==> src/rtl/irq_controller_if.sv <==
// irq_controller_if: interrupt request/acknowledge signals between the pipeline and irq_controller
interface irq_controller_if;
    logic [2:0]  irq_sign;
    logic [2:0]  irq_mask;
    logic        irq_disable;
    logic        irq_ack;
    logic        eret;
    logic        irq_req;
    logic [1:0]  irq_id;
    logic [31:0] irq_vector;
    logic [2:0]  pending;
    logic [2:0]  in_service;

    modport master (
        output irq_sign, irq_mask, irq_disable, irq_ack, eret,
        input  irq_req, irq_id, irq_vector, pending, in_service
    );

    modport slave (
        input  irq_sign, irq_mask, irq_disable, irq_ack, eret,
        output irq_req, irq_id, irq_vector, pending, in_service
    );
endinterface

==> src/rtl/irq_controller.sv <==
// irq_controller: edge-latched, fixed-priority, nesting interrupt source for the CP0 path
module irq_controller #(
    parameter int          SYNC_STAGES = 2,
    parameter logic [31:0] VEC_2       = 32'h0000_0000,
    parameter logic [31:0] VEC_1       = 32'h0000_0600,
    parameter logic [31:0] VEC_0       = 32'h0000_0800
) (
    input logic             clk,
    input logic             rst_n,
    irq_controller_if.slave bus
);
    logic [SYNC_STAGES-1:0][2:0] sync_q;
    logic [2:0] hist_q, pend_q, pend_d, insv_q, insv_d;
    logic [2:0] rise, elig, sel, ret_sel, ack_oh, ret_oh;

    // A line may only preempt when it sits above every line already in service
    always_comb begin
        rise    = sync_q[SYNC_STAGES-1] & ~hist_q;
        elig    = pend_q & bus.irq_mask & {3{~bus.irq_disable}}
                & {~insv_q[2], ~|insv_q[2:1], ~|insv_q};
        sel     = elig[2] ? 3'b100 : elig[1] ? 3'b010 : elig[0] ? 3'b001 : 3'b000;
        ret_sel = insv_q[2] ? 3'b100 : insv_q[1] ? 3'b010 : insv_q[0] ? 3'b001 : 3'b000;
        ack_oh  = {3{bus.irq_ack}} & sel;
        ret_oh  = {3{bus.eret}} & ret_sel;
        pend_d  = (pend_q & ~ack_oh) | rise;
        insv_d  = (insv_q & ~ret_oh) | ack_oh;
    end

    assign bus.irq_req    = |elig;
    assign bus.irq_id     = sel[2] ? 2'd2 : sel[1] ? 2'd1 : 2'd0;
    assign bus.irq_vector = sel[2] ? VEC_2 : sel[1] ? VEC_1 : sel[0] ? VEC_0 : 32'h0;
    assign bus.pending    = pend_q;
    assign bus.in_service = insv_q;

    // Synchronise raw lines, track history for edge detection, update pending and nesting state
    always_ff @(posedge clk or negedge rst_n) begin
        if (!rst_n) begin
            sync_q <= '0;
            hist_q <= '0;
            pend_q <= '0;
            insv_q <= '0;
        end else begin
            sync_q <= {sync_q[SYNC_STAGES-2:0], bus.irq_sign};
            hist_q <= sync_q[SYNC_STAGES-1];
            pend_q <= pend_d;
            insv_q <= insv_d;
        end
    end
endmodule

==> src/flat_wrapper.sv <==
// flat-port wrapper written by rule: the top's interface ports become plain ports
module irq_controller_flat 
#(
    parameter int          SYNC_STAGES = 2,
    parameter logic [31:0] VEC_2       = 32'h0000_0000,
    parameter logic [31:0] VEC_1       = 32'h0000_0600,
    parameter logic [31:0] VEC_0       = 32'h0000_0800
)
  (clk, rst_n, bus_irq_sign, bus_irq_mask, bus_irq_disable, bus_irq_ack, bus_eret, bus_irq_req, bus_irq_id, bus_irq_vector, bus_pending, bus_in_service);
  irq_controller_if bus_i ();
  input logic clk;
  input logic rst_n;
  input wire logic [$bits(bus_i.irq_sign)-1:0] bus_irq_sign;
  input wire logic [$bits(bus_i.irq_mask)-1:0] bus_irq_mask;
  input wire logic [$bits(bus_i.irq_disable)-1:0] bus_irq_disable;
  input wire logic [$bits(bus_i.irq_ack)-1:0] bus_irq_ack;
  input wire logic [$bits(bus_i.eret)-1:0] bus_eret;
  output wire logic [$bits(bus_i.irq_req)-1:0] bus_irq_req;
  output wire logic [$bits(bus_i.irq_id)-1:0] bus_irq_id;
  output wire logic [$bits(bus_i.irq_vector)-1:0] bus_irq_vector;
  output wire logic [$bits(bus_i.pending)-1:0] bus_pending;
  output wire logic [$bits(bus_i.in_service)-1:0] bus_in_service;
  assign bus_i.irq_sign = bus_irq_sign;
  assign bus_i.irq_mask = bus_irq_mask;
  assign bus_i.irq_disable = bus_irq_disable;
  assign bus_i.irq_ack = bus_irq_ack;
  assign bus_i.eret = bus_eret;
  assign bus_irq_req = bus_i.irq_req;
  assign bus_irq_id = bus_i.irq_id;
  assign bus_irq_vector = bus_i.irq_vector;
  assign bus_pending = bus_i.pending;
  assign bus_in_service = bus_i.in_service;
  irq_controller #(.SYNC_STAGES(SYNC_STAGES), .VEC_2(VEC_2), .VEC_1(VEC_1), .VEC_0(VEC_0)) u_core (.clk(clk), .rst_n(rst_n), .bus(bus_i));
endmodule
==> config.mk <==
export PLATFORM = sky130hd
export DESIGN_NAME = irq_controller_flat
export DESIGN_NICKNAME = d
export VERILOG_FILES = /design/src/rtl/irq_controller_if.sv /design/src/rtl/irq_controller.sv /design/src/flat_wrapper.sv
export SDC_FILE = /design/constraint.sdc
export NUM_CORES = 1
export LEC_CHECK = 0
export ABC_AREA = 1
export ABC_CLOCK_PERIOD_IN_PS = 1410
export CORE_MARGIN = 2
export CORE_UTILIZATION = 37
export CTS_BUF_LIST = sky130_fd_sc_hd__clkbuf_2 sky130_fd_sc_hd__clkbuf_4 sky130_fd_sc_hd__clkbuf_8
export DETAILED_ROUTE_END_ITERATION = 16
export MAX_ROUTING_LAYER = met4
export PLACE_DENSITY_LB_ADDON = 0.12
export SLEW_MARGIN = 20
export SYNTH_ARGS = -nofsm -noshare
export SYNTH_HDL_FRONTEND = slang
export SYNTH_SLANG_ARGS = --single-unit
==> constraint.sdc <==
create_clock -name clk -period 1.41 [get_ports clk]
set_input_delay 0.2115 -clock clk [delete_from_list [all_inputs] [get_ports clk]]
set_output_delay 0.2115 -clock clk [all_outputs]
set_load 0.005 [all_outputs]
==> results.txt, run 1 <==
status: finished, violations left
failing checks: setup timing
area of the multi-input gates: 274 sq um
Synth Register Bits: 15
Sink Count: 15
Power, Total: 0.00101 W
post-route ant nets: 0
Clock Latency Late Sink: 0.27 ns
DRC: 0
RSZ-0062 raised after global routing: yes
combinational share of power: 0.292
Max Clock Skew: 0.00598 ns
CTS H-tree lvls: 1
Slew Viols, Final: 0
post-synth cell types: 16
Clk pwr share: 0.228
DRT Pass-1 Iters: 2
fillers: 197
Data required, critical path: 1.20 ns
setup ws final: -0.104 ns
Setup violations, final: 5
CTS Buffer Depth: 2
reg-to-reg endpoint: u_core.bus.pending[1]$_DFF_PN0_
pre-CTS setup slack: -0.378 ns
CTS Root Cell: clkbuf_4
worst hold path type: in2async
maximum vdd drop: 676 uV
# rows: 16
Final Cycle Share: 1.07
max-capacitance violation count: 0
Core Area: 2000 sq um
min Tclk post-route: 1.51 ns
clk slew on worst S/H paths: 0.09 ns
CTS tree: done
Inserted Clock Buffers: 3
Reg power frac: 0.480
Vias: 571
P_sw: 0.000276 W
cells after synthesis: 85
layout net count: 137
total gr overflow: 0
reg-to-reg critical path startpoint: u_core.bus.in_service[2]$_DFF_PN0_
largest net degree at the start of global routing: 16
die area: 2560 sq um
antenna violations before repair: 0
wire per inst: 8.74 um
Die Span X: 50.6 um
Switching Fraction: 0.273
Hold Fails Final Rpt: 0
die height: 50.6 um
Achievable Freq: 661 MHz
Port Buffer Count: 22
leakage power: 0.596 nW
Warnings, synthesis: 0
Arrival @ worst endpoint: 1.30 ns
diode count: 0
Initial Utilization: 0.401
total wire length: 1330 um
# IOs: 52
Finished Core Util: 0.538
Int Power: 0.000735 W
Area growth, synth to finish: 34.1%
Startpoint Class: register
Syn Area/Cell: 9.45 sq um
CP Launch Point: u_core.bus.in_service[2]$_DFF_PN0_
vias in the first global route: 527
crit path to: bus_irq_vector[11]
FF-to-FF path depth: 8
mapped cell area: 803 sq um
first-pass GRT wire length: 2100 um
register area: 375 sq um
proportion of layout cells with a drive suffix above 1: 0.312
Crit Path Category: reg2out
PD cells: 938 nW/um^2
# hold bufs at CTS: 0
critical path peak fanout: 4
Final HPWL DP: 1010 um
Critical Path Sink Type: primary output
gr usage total: 0.112
post-synthesis sequential area ratio: 0.467
Initial DRC Count: 3
vias per cell: 3.76
Placer Congestion: 0.762
r2r setup slk: 0.16 ns
## cells in the final DEF, fill, tap and decap left out
master / Yosys / final
nor2_2: 3 / 4
o21ai_1: 2 / 2
dlygate4sd2_1: 0 / 7
inv_4: 1 / 1
nand2_2: 2 / 3
clkdlybuf4s50_1: 0 / 9
clkbuf_4: 0 / 3
clkinv_2: 0 / 1
buf_4: 31 / 13
nand2_1: 11 / 10
inv_1: 8 / 7
nand3_4: 1 / 1
nand4_1: 1 / 1
dfrtp_1: 15 / 15
o21ai_0: 3 / 3
inv_2: 0 / 1
buf_6: 0 / 5
nor3_1: 1 / 1
buf_2: 0 / 5
nand3_1: 2 / 1
nand3_2: 0 / 1
nor2_4: 1 / 1
nor2_1: 2 / 1
conb_1: 1 / 29
## layer usage
layer	global-route usage	up-vias	routed length (um)
met4	0.0405	0	0
met2	0.191	30	667
met5	-	-	0
met1	0.124	262	514
met3	0.0327	0	145
li1	-	279	-
## final cells by class
class,instances,share of cell area
Inverter,9,0.0337
Multi-Input combinational cell,58,0.254
Tap cell,27,0.0314
Clock inverter,1,0.00465
Sequential cell,15,0.348
Clock buffer,3,0.0209
Timing Repair Buffer,39,0.307
## worst min-delay path by stage
stage,startpoint,endpoint
5_1_grt,rst_n,u_core.sync_q[1]$_DFF_PN0_
3_5_place_dp,u_core.sync_q[0]$_DFF_PN0_,u_core.sync_q[3]$_DFF_PN0_
4_1_cts,rst_n,u_core.sync_q[4]$_DFF_PN0_
2_1_floorplan,rst_n,u_core.bus.in_service[0]$_DFF_PN0_
3_3_place_gp,u_core.sync_q[0]$_DFF_PN0_,u_core.sync_q[3]$_DFF_PN0_
6_report,rst_n,u_core.sync_q[4]$_DFF_PN0_
## Yosys cell counts
library cell	count	area share
buf_4	31	0.29
dfrtp_1	15	0.47
nand2_1	11	0.051
inv_1	8	0.037
nor2_2	3	0.023
o21ai_0	3	0.019
nand2_2	2	0.016
nand3_1	2	0.012
nor2_1	2	0.0093
o21ai_1	2	0.012
conb_1	1	0.0047
inv_4	1	0.0078
nand3_4	1	0.022
nand4_1	1	0.0078
nor2_4	1	0.014
nor3_1	1	0.0062
## stage by stage
step           cell area (sq um)  hold slack, ns  setup TNS (ns)  std cells
3_5_place_dp                1010           0.337           -2.33        142
6_report                    1080           0.234          -0.450        152
3_3_place_gp                1010           0.334           -2.15        142
4_1_cts                     1050           0.232          -0.497        151
5_1_grt                     1080           0.239          -0.912        152
2_1_floorplan                908         -0.0841               0        113
## power groups by stage
stage                     Sequential [W]  Combinational [W]  Clock (W)
after floorplan                 0.000500           0.000158          0
after global placement          0.000496           0.000285          0
after detailed placement        0.000497           0.000286          0
after CTS                       0.000486           0.000280   0.000245
after global routing            0.000490           0.000327   0.000269
final                           0.000486           0.000295   0.000230
## flip-flops by register name (all words and copies together) (netlist names)
| register | cells |
|---|---|
| u_core.bus.pending | 3 |
| u_core.hist_q | 3 |
| u_core.sync_q | 6 |
| u_core.bus.in_service | 3 |
## cell families (layout without fill, tap and decap cells)
logic type | Yosys count | count (layout) | share of synthesized area
buffers and inverters | 40 | 52 | 0.335
AOI/OAI and AO/OA | 5 | 5 | 0.0311
other | 1 | 29 | 0.00467
and+or+nand+nor | 24 | 24 | 0.162
DFF | 15 | 15 | 0.467
## worst max-delay path, cell delays in order (launching register included)
cell and delay (ns):
dfrtp_1 0.43, nor2_2 0.14, nand2_1 0.08, nor2_2 0.14
inv_2 0.06, nor2_2 0.07, buf_2 0.11
## timing repair
action	4_1_cts	5_1_grt
buffers inserted	5	3
gates resized for setup	34	5
pin swaps	6	10
endpoints found under the setup margin	12	8
Note: power is estimated with default switching activity, not from simulation.
==> inputs of run 2 (changes only) <==
- ABC_AREA: 1 -> default
- CORE_UTILIZATION: 37 -> 36
- CTS_CLUSTER_SIZE: default -> 24
==> results.txt, run 2 <==
status: finished, violations left
failing checks: setup timing
largest net degree at the start of global routing: 16 (unchanged)
Sink Count: 15 (unchanged)
cells after synthesis: 74 (-13%)
wire per inst: 9.02 um (+3.2%)
post-synth cell types: 16 (unchanged)
fillers: 181 (-8.1%)
Slew Viols, Final: 0 (unchanged)
global route hottest layer: met2
critical path peak fanout: 2 (-2)
Main synth FF type: dfrtp_1
Placer Congestion: 0.745 (-2.2%)
CP Launch Point: u_core.bus.in_service[2]$_DFF_PN0_
vias in the first global route: 522 (-0.95%)
Vias: 538 (-5.8%)
Critical Path Sink Type: primary output
Commonest cells post-synth: buf_4 (31), dfrtp_1 (15), nand2_1 (9), inv_1 (4), a22o_1 (3)
most frequent cells in the layout: conb_1 (29), buf_4 (19), dfrtp_1 (15)
FF-to-FF path depth: 6 (-2)
proportion of layout cells with a drive suffix above 1: 0.339 (+0.0270)
leakage power: 0.602 nW (+1.1%)
CTS H-tree lvls: 1 (unchanged)
Die Span X: 49.9 um (-1.5%)
# rows: 16 (unchanged)
Port Buffer Count: 22 (unchanged)
DRT Pass-1 Iters: 1 (-1)
first-pass GRT wire length: 2240 um (+6.6%)
Data required, critical path: 1.20 ns (about the same)
area share of the largest cell type after synthesis: 0.496 (+0.0286)
Final HPWL DP: 921 um (-9.2%)
RSZ-0062 raised after global routing: yes
Startpoint Class: register
Final Cycle Share: 1.19 (+0.121)
Area growth, synth to finish: 45.3%
commonest non-fill, non-tap cell in the layout: conb_1
GR Util met3: 0.0273 (-0.00547)
r2r setup slk: -0.26 ns (-0.42 ns)
most numerous cell in the Yosys netlist: buf_4
Power, Total: 0.00101 W (+0.11%)
leading area contributor after synthesis: dfrtp_1
Core Area: 1980 sq um (-1.0%)
met1 GRT Util: 0.143 (+0.0194)
EDFF count, synth: 0 (unchanged)
# IOs: 52 (unchanged)
Synth area leaders: dfrtp_1 (50%), buf_4 (31%), nand2_1 (4.5%), a22o_1 (3.5%), inv_1 (2.0%)
Warnings, synthesis: 0 (unchanged)
Initial DRC Count: 0 (-3)
diode count: 0 (unchanged)
Initial Utilization: 0.382 (-0.0193)
Clock Latency Late Sink: 0.27 ns (about the same)
register with the most flip-flops: u_core.sync_q
reg-to-reg endpoint: u_core.bus.pending[0]$_DFF_PN0_
Setup violations, final: 8 (+3)
CTS tree: done
CTS Buffer Depth: 2 (unchanged)
met2 Track Usage GR: 0.202 (+0.0114)
Hold Fails Final Rpt: 0 (unchanged)
die height: 49.9 um (-1.5%)
CTS Root Cell: clkbuf_4
min Tclk post-route: 1.68 ns (+0.171 ns)
Achievable Freq: 594 MHz (-10%)
Synth Register Bits: 15 (unchanged)
max-capacitance violation count: 0 (unchanged)
Syn Area/Cell: 10.2 sq um (+8.2%)
post-route ant nets: 0 (unchanged)
Arrival @ worst endpoint: 1.47 ns (+0.17 ns)
post-synthesis sequential area ratio: 0.496 (+0.0286)
Inserted Clock Buffers: 3 (unchanged)
clk slew on worst S/H paths: 0.08 ns (about the same)
antenna violations before repair: 0 (unchanged)
Crit Path Category: reg2out
Max Clock Skew: 0.00672 ns (+0.000741 ns)
die area: 2490 sq um (-2.9%)
mapped cell area: 757 sq um (-5.8%)
max reg flops: 6 (unchanged)
PD cells: 920 nW/um^2 (-1.9%)
reg-to-reg critical path startpoint: u_core.bus.in_service[2]$_DFF_PN0_
maximum vdd drop: 648 uV (-4.2%)
DRC: 0 (unchanged)
layout net count: 130 (-5.1%)
Async SR Flop Fraction: 1.00 (unchanged)
total wire length: 1310 um (-1.5%)
gr usage total: 0.127 (+0.0150)
vias per cell: 3.71 (-1.2%)
setup ws final: -0.274 ns (-0.171 ns)
Finished Core Util: 0.555 (+0.0168)
worst hold path type: in2async
total gr overflow: 0 (unchanged)
crit path to: bus_irq_vector[11]
-- run 2: worst min path at each step --
| stage | startpoint | endpoint | slack [ns] |
|---|---|---|---|
| finish | rst_n | u_core.hist_q[0]$_DFF_PN0_ | 0.23 |
| global route | rst_n | u_core.hist_q[0]$_DFF_PN0_ | 0.24 |
| CTS | rst_n | u_core.sync_q[1]$_DFF_PN0_ | 0.23 |
| detailed placement | u_core.sync_q[1]$_DFF_PN0_ | u_core.sync_q[4]$_DFF_PN0_ | 0.34 |
| global placement | u_core.sync_q[1]$_DFF_PN0_ | u_core.sync_q[4]$_DFF_PN0_ | 0.33 |
| floorplan | rst_n | u_core.bus.in_service[0]$_DFF_PN0_ | -0.08 |
-- run 2: layout make-up --
class | count | area, sq um | share of cell area
sequential | 15 | 375 | 0.341
timing repair buffer | 43 | 365 | 0.332
multi-input combinational | 52 | 280 | 0.255
tap | 27 | 33.8 | 0.0307
clock buffer | 4 | 30.0 | 0.0273
inverter | 4 | 15.0 | 0.0137
-- run 2: cell families after synthesis --
family                 Yosys count  synth area share
other                            1           0.00495
buffers and inverters           35             0.327
and+or+nand+nor                 18             0.124
DFF                             15             0.496
AOI/OAI and AO/OA                5            0.0479
-- run 2: worst max-delay path, cell delays in order, from the launching register on --
cell,delay (ns)
dfrtp_1,0.39
nor3_2,0.20
nand4b_1,0.14
buf_4,0.17
nor3b_2,0.17
buf_2,0.14
-- run 2: where the power goes --
part	internal [W]	switching [W]
clock	0.000129	0.000121
sequential	0.000462	0.0000157
combinational	0.000168	0.000115
-- run 2: metrics by stage --
| step | setup slack [ns] | hold slack, ns | setup TNS (ns) | std cells | cell area [sq um] |
|---|---|---|---|---|---|
| after global routing | -0.348 | 0.236 | -2.13 | 145 | 1100 |
| final | -0.274 | 0.234 | -1.39 | 145 | 1100 |
| after floorplan | 0.0337 | -0.0841 | 0 | 102 | 862 |
| after CTS | -0.263 | 0.225 | -1.03 | 143 | 1070 |
| after global placement | -0.589 | 0.333 | -4.48 | 129 | 951 |
| after detailed placement | -0.626 | 0.336 | -4.77 | 129 | 951 |
-- run 2: what timing repair did --
action / 4_1_cts / 5_1_grt
pin swaps: 7 / 3
setup endpoints to repair: 14 / 12
resized for setup: 39 / 5
hold buffers: 0 / 0
buffers inserted: 10 / 3
-- run 2: routing by layer --
metal | vias up | wire length, um
met5 | - | 0
met4 | 0 | 12
met3 | 2 | 121
met2 | 35 | 654
met1 | 235 | 518
li1 | 266 | -
